File: src/rtl/ps2_pkg.sv
// Shared constants and types for the PS/2 action decoder: scancodes,
// decode-FSM states and action bit indices.
package ps2_pkg;

  localparam logic [7:0] SC_EXT   = 8'hE0;
  localparam logic [7:0] SC_BRK   = 8'hF0;
  localparam logic [7:0] SC_D     = 8'h23;
  localparam logic [7:0] SC_A     = 8'h1C;
  localparam logic [7:0] SC_RIGHT = 8'h74;
  localparam logic [7:0] SC_LEFT  = 8'h6B;

  localparam int ACT_RIGHT = 0;
  localparam int ACT_LEFT  = 1;

  typedef enum logic [1:0] {
    ST_IDLE,
    ST_EXT,
    ST_BRK,
    ST_EXT_BRK
  } dec_state_t;

  // Odd parity holds when data plus parity bit contain an odd number of ones.
  function automatic logic odd_parity_ok(input logic [7:0] data, input logic parity);
    return ^{data, parity};
  endfunction

endpackage

File: src/rtl/ps2_frame_rx.sv
// PS/2 frame receiver: pin synchronisers, falling-edge detect, 11-bit framing,
// stop/timeout checking; parity checking when PS2_PARITY_CHECK_EN is defined.
module ps2_frame_rx
  import ps2_pkg::*;
#(
  parameter int TIMEOUT_CYCLES = 4096,
  parameter int SYNC_STAGES    = 2
) (
  input  logic       clock,
  input  logic       reset_n,
  input  logic       ps2_clk,
  input  logic       ps2_data,
  output logic [7:0] rx_byte,
  output logic       rx_valid,
  output logic       rx_error
);

  localparam int            TW     = (TIMEOUT_CYCLES > 1) ? $clog2(TIMEOUT_CYCLES) : 1;
  localparam logic [TW-1:0] T_LAST = TW'(TIMEOUT_CYCLES - 1);

  logic [SYNC_STAGES-1:0] clk_sync;
  logic [SYNC_STAGES-1:0] data_sync;
  logic                   clk_prev;
  logic [3:0]             bit_cnt;
  logic [7:0]             shreg;
  logic [TW-1:0]          tcnt;
  logic                   clk_s;
  logic                   data_s;
  logic                   fall;
  logic                   parity_ok;

  assign clk_s  = clk_sync[SYNC_STAGES-1];
  assign data_s = data_sync[SYNC_STAGES-1];
  assign fall   = clk_prev & ~clk_s;

`ifdef PS2_PARITY_CHECK_EN
  logic parity_bit;
  assign parity_ok = odd_parity_ok(shreg, parity_bit);
`else
  assign parity_ok = 1'b1;
`endif

  // NOTE: synchronisers reset to 1 (the idle level of both PS/2 lines) so that
  // releasing reset can never manufacture a falling edge.
  always_ff @(posedge clock or negedge reset_n) begin
    if (!reset_n) begin
      clk_sync  <= '1;
      data_sync <= '1;
      clk_prev  <= 1'b1;
      bit_cnt   <= '0;
      shreg     <= '0;
      tcnt      <= '0;
      rx_byte   <= '0;
      rx_valid  <= 1'b0;
      rx_error  <= 1'b0;
`ifdef PS2_PARITY_CHECK_EN
      parity_bit <= 1'b0;
`endif
    end else begin
      // NOTE: non-blocking assignments everywhere here; every flop samples
      // the pre-edge values, which is what makes the sync chain a chain.
      clk_sync  <= {clk_sync[SYNC_STAGES-2:0], ps2_clk};
      data_sync <= {data_sync[SYNC_STAGES-2:0], ps2_data};
      clk_prev  <= clk_s;
      rx_valid  <= 1'b0;
      rx_error  <= 1'b0;

      if (fall) begin
        tcnt <= '0;
        case (bit_cnt)
          4'd0: if (!data_s) bit_cnt <= 4'd1;
          4'd9: begin
`ifdef PS2_PARITY_CHECK_EN
            parity_bit <= data_s;
`endif
            bit_cnt <= 4'd10;
          end
          4'd10: begin
            bit_cnt <= '0;
            if (data_s && parity_ok) begin
              rx_byte  <= shreg;
              rx_valid <= 1'b1;
            end else begin
              rx_error <= 1'b1;
            end
          end
          default: begin
            shreg   <= {data_s, shreg[7:1]};
            bit_cnt <= bit_cnt + 4'd1;
          end
        endcase
      end else if (bit_cnt != 4'd0) begin
        // Stalled mid-frame: drop the partial frame once, then hold saturated.
        if (tcnt == T_LAST) begin
          bit_cnt  <= '0;
          rx_error <= 1'b1;
        end else begin
          tcnt <= tcnt + 1'b1;
        end
      end
    end
  end

endmodule

File: src/rtl/ps2_action_decoder.sv
// PS/2 keyboard to game action decoder: frame receiver plus prefix-tracking
// decode FSM. Optional parity check via `define PS2_PARITY_CHECK_EN.
module ps2_action_decoder
  import ps2_pkg::*;
#(
  parameter int TIMEOUT_CYCLES = 4096,
  parameter int SYNC_STAGES    = 2
) (
  input  logic       clock,
  input  logic       reset_n,
  input  logic       ps2_clk,
  input  logic       ps2_data,
  output logic [1:0] actions,
  output logic [7:0] scancode,
  output logic       scancode_valid,
  output logic       frame_error
);

  dec_state_t state, state_next;
  logic [1:0] act_next;

  ps2_frame_rx #(
    .TIMEOUT_CYCLES(TIMEOUT_CYCLES),
    .SYNC_STAGES   (SYNC_STAGES)
  ) u_rx (
    .clock   (clock),
    .reset_n (reset_n),
    .ps2_clk (ps2_clk),
    .ps2_data(ps2_data),
    .rx_byte (scancode),
    .rx_valid(scancode_valid),
    .rx_error(frame_error)
  );

  // NOTE: defaults first so every path assigns every output; no latches.
  always_comb begin
    state_next = state;
    act_next   = '0;
    if (scancode_valid) begin
      case (state)
        ST_IDLE: begin
          if (scancode == SC_EXT)      state_next = ST_EXT;
          else if (scancode == SC_BRK) state_next = ST_BRK;
          else if (scancode == SC_D)   act_next[ACT_RIGHT] = 1'b1;
          else if (scancode == SC_A)   act_next[ACT_LEFT]  = 1'b1;
        end
        ST_EXT: begin
          state_next = ST_IDLE;
          if (scancode == SC_BRK)        state_next = ST_EXT_BRK;
          else if (scancode == SC_RIGHT) act_next[ACT_RIGHT] = 1'b1;
          else if (scancode == SC_LEFT)  act_next[ACT_LEFT]  = 1'b1;
        end
        default: state_next = ST_IDLE;  // break code: swallow the released key
      endcase
    end
  end

  always_ff @(posedge clock or negedge reset_n) begin
    if (!reset_n) begin
      state   <= ST_IDLE;
      actions <= '0;
    end else begin
      state   <= state_next;
      actions <= act_next;
    end
  end

endmodule

File: config.mk
export PLATFORM = sky130hd
export DESIGN_NAME = ps2_action_decoder
export DESIGN_NICKNAME = d
export VERILOG_FILES = /design/src/rtl/ps2_pkg.sv /design/src/rtl/ps2_frame_rx.sv /design/src/rtl/ps2_action_decoder.sv
export SDC_FILE = /design/constraint.sdc
export NUM_CORES = 1
export LEC_CHECK = 0
export CAP_MARGIN = 20
export CORE_ASPECT_RATIO = 0.5
export CORE_UTILIZATION = 45
export CTS_BUF_LIST = sky130_fd_sc_hd__clkbuf_4
export DETAILED_ROUTE_END_ITERATION = 7
export PLACE_DENSITY = 0.69
export SLEW_MARGIN = 20
export SYNTH_ARGS = -nofsm -noshare
export SYNTH_HDL_FRONTEND = slang
export SYNTH_SLANG_ARGS = --single-unit
export TNS_END_PERCENT = 30
File: constraint.sdc
create_clock -name clock -period 3.12 [get_ports clock]
set_clock_uncertainty 0.2 [all_clocks]
set_input_delay 0.312 -clock clock [delete_from_list [all_inputs] [get_ports clock]]
set_output_delay 0.312 -clock clock [all_outputs]
set_load 0.01 [all_outputs]
==> summary by stage, run 1 <==
Detailed routing
The violation count after the first detailed-routing iteration is 71. The overall routed net length is 3774 um. After detailed routing, the number of remaining DRC violations is 8. Detailed routing inserted a total of 1496 vias. The via-per-instance ratio is 5.890.

Dividing the detail-routed wire length by the instance count gives 14.86 um. Before antenna repair, the detailed router went through 7 iterations. The number of routed nets with antenna violations is 0.

Synth
The share of flip-flops with an asynchronous set or reset after synthesis is 100.0%. By area the synthesized netlist is led by dfrtp_1 (46%), mux2_2 (8.8%), dfstp_2 (6.4%). The average instance in the mapped netlist occupies 11.56 um2. dfrtp_1 is the most common cell in the netlist. The net count after synthesis is 187. The mapped netlist covers 2057 um2. In the synthesized netlist, the cells that appear most often are dfrtp_1 (38), mux2_2 (16), inv_1 (10), nand2_1 (10), nor2_1 (10). Synthesis inferred 43 register bits. The synthesized netlist contains 50 unique library cells. The number of enable-type register cells in the synthesized netlist is 0. In the synthesized netlist the dominant register cell turns out to be dfrtp_1.

Counting every instance in the synthesized netlist gives 178. Yosys printed 0 warnings. Summing the sequential cell areas from Yosys gives 52.62% of the chip area. The area share of the largest cell type after synthesis is 46.23%. The largest total area in the synthesized netlist belongs to dfrtp_1.

GRT
The via count of the first global-routing pass came to 1362. The number of antenna violations at the first check in global routing was 0. Entering global routing, the biggest net connects 44 pins. The first global-routing pass estimated 6437 um of wire. Global routing consumed, over all layers together, 17.60% of the routing resources. The total overflow left after global routing is 0.

Clock network
The clock tree from TritonCTS is built. The CTS root buffer is clkbuf_4. The maximum clock path buffer count is 2. At the later pin of the worst-skew pair, clock insertion delay measures 0.36 ns. The clock tree synthesis step divided the H-tree into 2 levels.

The post-cts resize count is 0. Clock tree synthesis found a total of 43 sinks. After clock tree synthesis, the clock-pin slew on the worst setup and hold paths is 0.12 ns. The number of setup buffers added after CTS is 0. The number of buffers created by CTS is 5.

STA
The number of pins with negative max-slew slack in the final report is 0. After layout, the worst setup slack is 0.8936 ns. Final hold analysis gives a worst-case slack of 0.1540 ns. The slew at the pin with the worst max-slew slack is 0.9314 ns.

Setup repair after global routing left no endpoint under its margin. The count of endpoints failing hold in the final timing report is 0. The setup total negative slack is 0 ns.

In this run the tightest slew margin relative to its limit is 37.91%. For the finished layout, the period the worst path requires is 2.226 ns. The count of final setup violators is 0. The share of the clock period used by the worst path after layout is 71.36%. The fmax is 0.4492 GHz.

Setup path
In this run the worst path has a maximum fanout of 7. STA classifies the critical path startpoint as a register. The required arrival time at the worst endpoint is 3.22 ns. The startpoint-to-endpoint class of the critical path is reg -> reg. The critical path endpoint category is a register.

At the worst endpoint, the arrival time is 2.32 ns.

Final layout
Of the cells placed in the final design, the portion with a size suffix greater than 1 is 21.00%. The post-route core utilization is 56.64%. The number of nets in the layout is 208. The sequential cell area is 1082 um2.

In the final layout, the multi-input gates occupy 909.6 um2. The fill cell instance count of the final layout is 345. The antenna diode instance count is 0. The area growth from synthesis to final layout is 14.11%.

Outcome
The flow ran to the end, but the final reports show violations. The checks that failed: DRC.

Floorplan
The full die area is 4862 um2. The core region is 4144 um2. The floorplan has 16 rows.

The overall die height is 49.81 um. The die span in x is 97.62 um. The boundary pin count is 16. The initial standard-cell utilization of the core is 49.64%.

Hold path
The kind of path behind the tightest hold check is reg -> reg.

Placement
The placer's final routability congestion estimate is 0.8401. The number of input and output port buffers inserted is 15. The worst setup slack before clock tree synthesis is 0.9462 ns.

Summed over all nets, the half-perimeter wirelength after detailed placement is 2649 um.

Power and ir drop
Power spread over the standard cell area amounts to 646.3 nW/um2. The total design power is 1.517 mW. Across the VDD grid, the largest voltage drop is 0.2786 mV. In this run the static leakage power is 1.023 nW.

Job
Max-cap violations in this run came to 0.
[layer usage]
| layer | part of all wire [%] | track usage, % | vias up |
|---|---|---|---|
| met5 | 0 | 0 | - |
| met3 | 6.0 | 5.106 | 7 |
| met2 | 46 | 29.20 | 50 |
| met1 | 46 | 21.79 | 726 |
| li1 | - | - | 713 |
| met4 | 1.6 | 7.576 | 0 |
[cell type report]
type                       instances  share of cell area [%]
clock buffer                       5                   1.599
inverter                          11                   1.759
timing repair buffer              18                   7.249
tap                               54                   2.878
sequential                        43                   46.11
clock inverter                     3                   1.652
multi-input combinational        120                   38.75
[power breakdown]
| part | switching, mW | internal [mW] |
|---|---|---|
| clock network | 0.177 | 0.165 |
| logic | 0.186 | 0.202 |
| registers | 0.117 | 0.670 |
| total | 0.480 | 1.04 |
[kinds of logic (layout without fill, tap and decap cells)]
family	count (synthesis)	after routing	synth area share [%]
xor gates and xnor gates	1	1	0.4259
AOI/OAI and AO/OA	35	35	11.98
and+or+nand+nor	62	62	19.53
muxes	17	17	9.246
buffers and inverters	15	37	3.162
adders and majority gates	5	5	3.041
DFF	43	43	52.62
[worst max-delay path, stage by stage (launching register included)]
cell and delay (ns):
dfrtp_1 0.47, inv_1 0.11, ha_1 0.19, nor3b_2 0.48, nor2_1 0.26, a311oi_1 0.32, a211o_1 0.14
[through the flow]
step | std cells | cell area, um2
2_1_floorplan | 178 | 2057
6_report | 254 | 2347
3_3_place_gp | 245 | 2261
4_1_cts | 254 | 2347
3_5_place_dp | 245 | 2261
5_1_grt | 254 | 2347
[registers in the layout, indices dropped and copies added (netlist names)]
| register | cells |
|---|---|
| u_rx.tcnt | 12 |
| u_rx.rx_byte | 8 |
| u_rx.shreg | 8 |
| u_rx.bit_cnt | 4 |
| actions | 2 |
| state | 2 |
| u_rx.clk_sync | 2 |
| u_rx.data_sync | 2 |
| u_rx.clk_prev | 1 |
| u_rx.rx_error | 1 |
| u_rx.rx_valid | 1 |
[layout by cell type, fill, tap and decap left out, types with 2 or more instances in the layout]
| master | netlist | final |
|---|---|---|
| a21oi_1 | 9 | 9 |
| a311oi_1 | 2 | 2 |
| a31oi_1 | 4 | 4 |
| a41o_1 | 2 | 2 |
| and4_1 | 3 | 3 |
| buf_4 | 0 | 2 |
| clkbuf_4 | 0 | 5 |
| clkdlybuf4s50_1 | 0 | 14 |
| dfrtp_1 | 38 | 38 |
| dfstp_2 | 5 | 5 |
| ha_1 | 5 | 5 |
| inv_1 | 10 | 10 |
| mux2_2 | 16 | 16 |
| nand2_1 | 10 | 10 |
| nand2b_1 | 2 | 2 |
| nand3_1 | 4 | 4 |
| nand4_1 | 5 | 5 |
| nor2_1 | 10 | 10 |
| nor3_1 | 5 | 5 |
| nor3b_2 | 2 | 2 |
| nor4_1 | 3 | 3 |
| o21ai_0 | 4 | 4 |
| o22ai_1 | 2 | 2 |
| o31ai_1 | 2 | 2 |
| o31ai_2 | 2 | 2 |
| o32ai_1 | 2 | 2 |
| or3_1 | 4 | 4 |
| or4_1 | 2 | 2 |
[final timing paths]
kind                                        startpoint                           to  slack [ns]  depth (start not counted)
max in group asynchronous                      reset_n     u_rx.tcnt[1]$_DFFE_PN0P_        1.72                          2
min                        u_rx.data_sync[0]$_DFF_PN1_  u_rx.data_sync[1]$_DFF_PN1_        0.15                          0
max                        u_rx.bit_cnt[0]$_DFFE_PN0P_  u_rx.bit_cnt[1]$_DFFE_PN0P_        0.89                          6
min in group asynchronous                      reset_n  u_rx.rx_byte[0]$_DFFE_PN0P_        0.42                          2
min reg2reg                u_rx.data_sync[0]$_DFF_PN1_  u_rx.data_sync[1]$_DFF_PN1_        0.15                          0
max reg2reg                u_rx.bit_cnt[0]$_DFFE_PN0P_  u_rx.bit_cnt[1]$_DFFE_PN0P_        0.89                          6
[what timing repair did]
action                                 CTS  global route
setup endpoints to repair                0             0
hold buffers                             1             0
endpoints found under the hold margin   38             0
Power figures use the tool's default switching activity.
==> inputs of run 2 (changes only) <==
==> constraint.sdc (replaced) <==
create_clock -name clock -period 2.2 [get_ports clock]
set_clock_uncertainty 0.2 [all_clocks]
set_input_delay 0.22 -clock clock [delete_from_list [all_inputs] [get_ports clock]]
set_output_delay 0.22 -clock clock [all_outputs]
set_load 0.01 [all_outputs]
==> summary by stage, run 2 (same netlist as run 1, synthesis figures left out) <==
Clock network
The number of buffers created by CTS is 5 (unchanged). The clock insertion delay at the later pin of the skew report is 0.35 ns (was 0.36 ns). The number of clock sinks is 43 (unchanged). The clock tree from TritonCTS is built (unchanged). The deepest level of the CTS H-tree is 2 (unchanged). The CTS root buffer was clkbuf_4 (unchanged). The clock slew at the register clock pins of the worst setup and hold paths is 0.13 ns (was 0.12 ns).

The maximum clock path buffer count is 2 (unchanged). The number of setup buffers added after CTS is 0 (unchanged).

Setup path
The minimum setup slack among reg-to-reg paths came to 0.15 ns (was 0.89 ns). The startpoint-to-endpoint class of the critical path is reg -> reg (unchanged). The top fanout value on the critical path is 7 (unchanged).

The required arrival time at the worst endpoint was 2.29 ns (was 3.22 ns). The data arrival at the endpoint of the critical path is 2.15 ns (was 2.32 ns). The critical path endpoint category is a register (unchanged). The type of element launching the critical path is a register (unchanged).

Floorplan
The boundary pin count is 16 (unchanged). The full die area was 4862 um2 (unchanged). The initial standard-cell utilization of the core was 49.64% (unchanged). The placeable core area is 4144 um2 (unchanged). The die span in x is 97.62 um (unchanged). The overall die height is 49.81 um (unchanged).

The total number of placement rows was 16 (unchanged).

STA
The slew at the pin with the worst max-slew slack was 0.5337 ns (was 0.9314 ns). The count of endpoints failing hold in the final timing report is 0 (unchanged). The fmax is 0.4867 GHz (was 0.4492 GHz). The final worst slack is 0.1455 ns (was 0.8936 ns). The clock period minus final worst setup slack was 2.054 ns (was 2.226 ns). The relative slew slack was 64.42% (was 37.91%).

The share of the clock period used by the worst path after layout was 93.38% (was 71.36%). The count of final setup violators was 0 (unchanged). The number of pins with negative max-slew slack in the final report was 0 (unchanged).

GRT
The maximum number of pins on one net before global-route repair came to 44 (unchanged). The total global routing overflow came to 0 (unchanged). The global-route total usage across every layer is 17.65% (was 17.60%). The first-pass GRT wire length is 6637 um (was 6437 um). The number of antenna violations at the first check in global routing is 0 (unchanged). The via count of the first global-routing pass is 1433 (was 1362).

Placement
The placer's final routability congestion estimate came to 0.8952 (was 0.8401). The total placed cells including tap cells is 247 (was 245). The detailed placement HPWL is 2599 um (was 2649 um). The worst setup slack before clock tree synthesis came to 0.08822 ns (was 0.9462 ns).

The number of input and output port buffers inserted is 15 (unchanged).

Final layout
The register with the highest flop count is u_rx.tcnt (unchanged). The number of flip-flops in the largest register came to 12 (unchanged). The area growth from synthesis to final layout is 14.11% (unchanged).

The leading cell type in the layout, fill and taps excluded is dfrtp_1 (unchanged). The share of final-layout standard cells stronger than drive strength 1 is 21.78% (was 21.00%). The number of nets in the layout is 210 (was 208). The number of standard cells in the final layout excluding fillers is 256 (was 254). The post-route core utilization is 56.64% (unchanged). Most used cells in the layout excluding fill and tap cells: dfrtp_1 (38), mux2_2 (16), clkdlybuf4s50_1 (14) (unchanged). The antenna diode instance count was 0 (unchanged).

Regs by FF count: u_rx.tcnt: 12 flops, u_rx.rx_byte: 8 flops, u_rx.shreg: 8 flops (unchanged).

Power and ir drop
The leakage dissipation is 1.015 nW (was 1.023 nW). The power per unit of standard cell area was 875.4 nW/um2 (was 646.3 nW/um2). The maximum ir drop on the vdd rail is 0.2842 mV (was 0.2786 mV).

Outcome
Violated checks: DRC (unchanged). Result of the run: finished, violations left (unchanged).

Detailed routing
The number of remaining DRC errors came to 8 (unchanged). The overall routed net length was 3800 um (was 3774 um). The routed length on met1 came to 1819 um (was 1754 um). The met3 wire length is 149 um (was 226 um).

The routed length per placed instance is 14.84 um (was 14.86 um). The violation count after the first detailed-routing iteration is 33 (was 71). The detailed-route via count is 1468 (was 1496). The number of iterations in the first detailed-routing pass was 6 (was 7). The via-per-instance ratio is 5.734 (was 5.890). The number of routed nets with antenna violations is 0 (unchanged). The top routing layer in use is met4 (unchanged). The routed length on met2 is 1780 um (was 1732 um).

Hold path
The kind of path behind the tightest hold check is in -> reg (was reg -> reg).

Job
The total of max-cap violations is 0 (unchanged).
run 2: metrics by stage:
stage / power, mW / area, um2 / TNS, ns / hold slack (ns)
after floorplan: 1.504 / 2057 / 0 / -0.2756
after global placement: 1.649 / 2276 / 0 / 0.1201
after detailed placement: 1.678 / 2276 / 0 / 0.1253
after CTS: 2.050 / 2338 / 0 / 0.05155
after global routing: 2.202 / 2347 / -0.02382 / 0.04686
final: 2.055 / 2347 / 0 / 0.06105
run 2: power breakdown:
part	switching [mW]	internal [mW]	leakage [nW]
combinational	0.260	0.301	0.430
clock	0.256	0.117	0.0263
sequential	0.170	0.950	0.559
run 2: per-layer routing:
| metal | vias up | global-route usage, % |
|---|---|---|
| met5 | - | 0 |
| met4 | 0 | 6.818 |
| met3 | 6 | 4.681 |
| met2 | 32 | 28.96 |
| met1 | 723 | 22.62 |
| li1 | 707 | - |
run 2: timing repair:
item                                    4_1_cts  5_1_grt
hold buffers                                  1        0
gates resized for setup                       0        3
endpoints found under the hold margin        38        0
endpoints found under the setup margin        0        6
run 2: cell type report:
type                            instances  area (um2)
Fill cell                             358        1797
Sequential cell                        43        1082
Multi-Input combinational cell        120       918.4
Timing Repair Buffer                   20       185.2
Tap cell                               54       67.56
Inverter                               11       41.29
Clock buffer                            5       37.54
Clock inverter                          3       15.01
run 2: critical path, stage by stage, from the launching register on:
cell and delay [ns]:
dfrtp_1 0.48, inv_1 0.10, ha_1 0.24, or3b_2 0.25
nand2b_1 0.14, or4_1 0.43, a21oi_1 0.16
run 2: final timing paths:
path / startpoint / to / cells past startpoint
min reg2reg: u_rx.data_sync[0]$_DFF_PN1_ / u_rx.data_sync[1]$_DFF_PN1_ / 0
max: u_rx.bit_cnt[0]$_DFFE_PN0P_ / u_rx.tcnt[7]$_DFFE_PN0P_ / 6
max in group asynchronous: reset_n / u_rx.clk_sync[0]$_DFF_PN1_ / 3
min in group asynchronous: reset_n / u_rx.bit_cnt[2]$_DFFE_PN0P_ / 3
min: ps2_data / u_rx.data_sync[0]$_DFF_PN1_ / 1
max reg2reg: u_rx.bit_cnt[0]$_DFFE_PN0P_ / u_rx.tcnt[7]$_DFFE_PN0P_ / 6
==> inputs of run 3 (changes only) <==
--- a/config.mk
+++ b/config.mk
@@ -10,6 +10,7 @@
 export CORE_UTILIZATION = 45
 export CTS_BUF_LIST = sky130_fd_sc_hd__clkbuf_4
 export DETAILED_ROUTE_END_ITERATION = 7
+export GPL_ROUTABILITY_DRIVEN = 1
 export PLACE_DENSITY = 0.69
 export SLEW_MARGIN = 20
 export SYNTH_ARGS = -nofsm -noshare
==> results of run 3 <==
Final layout, timing and power as in run 2 (identical DEF).
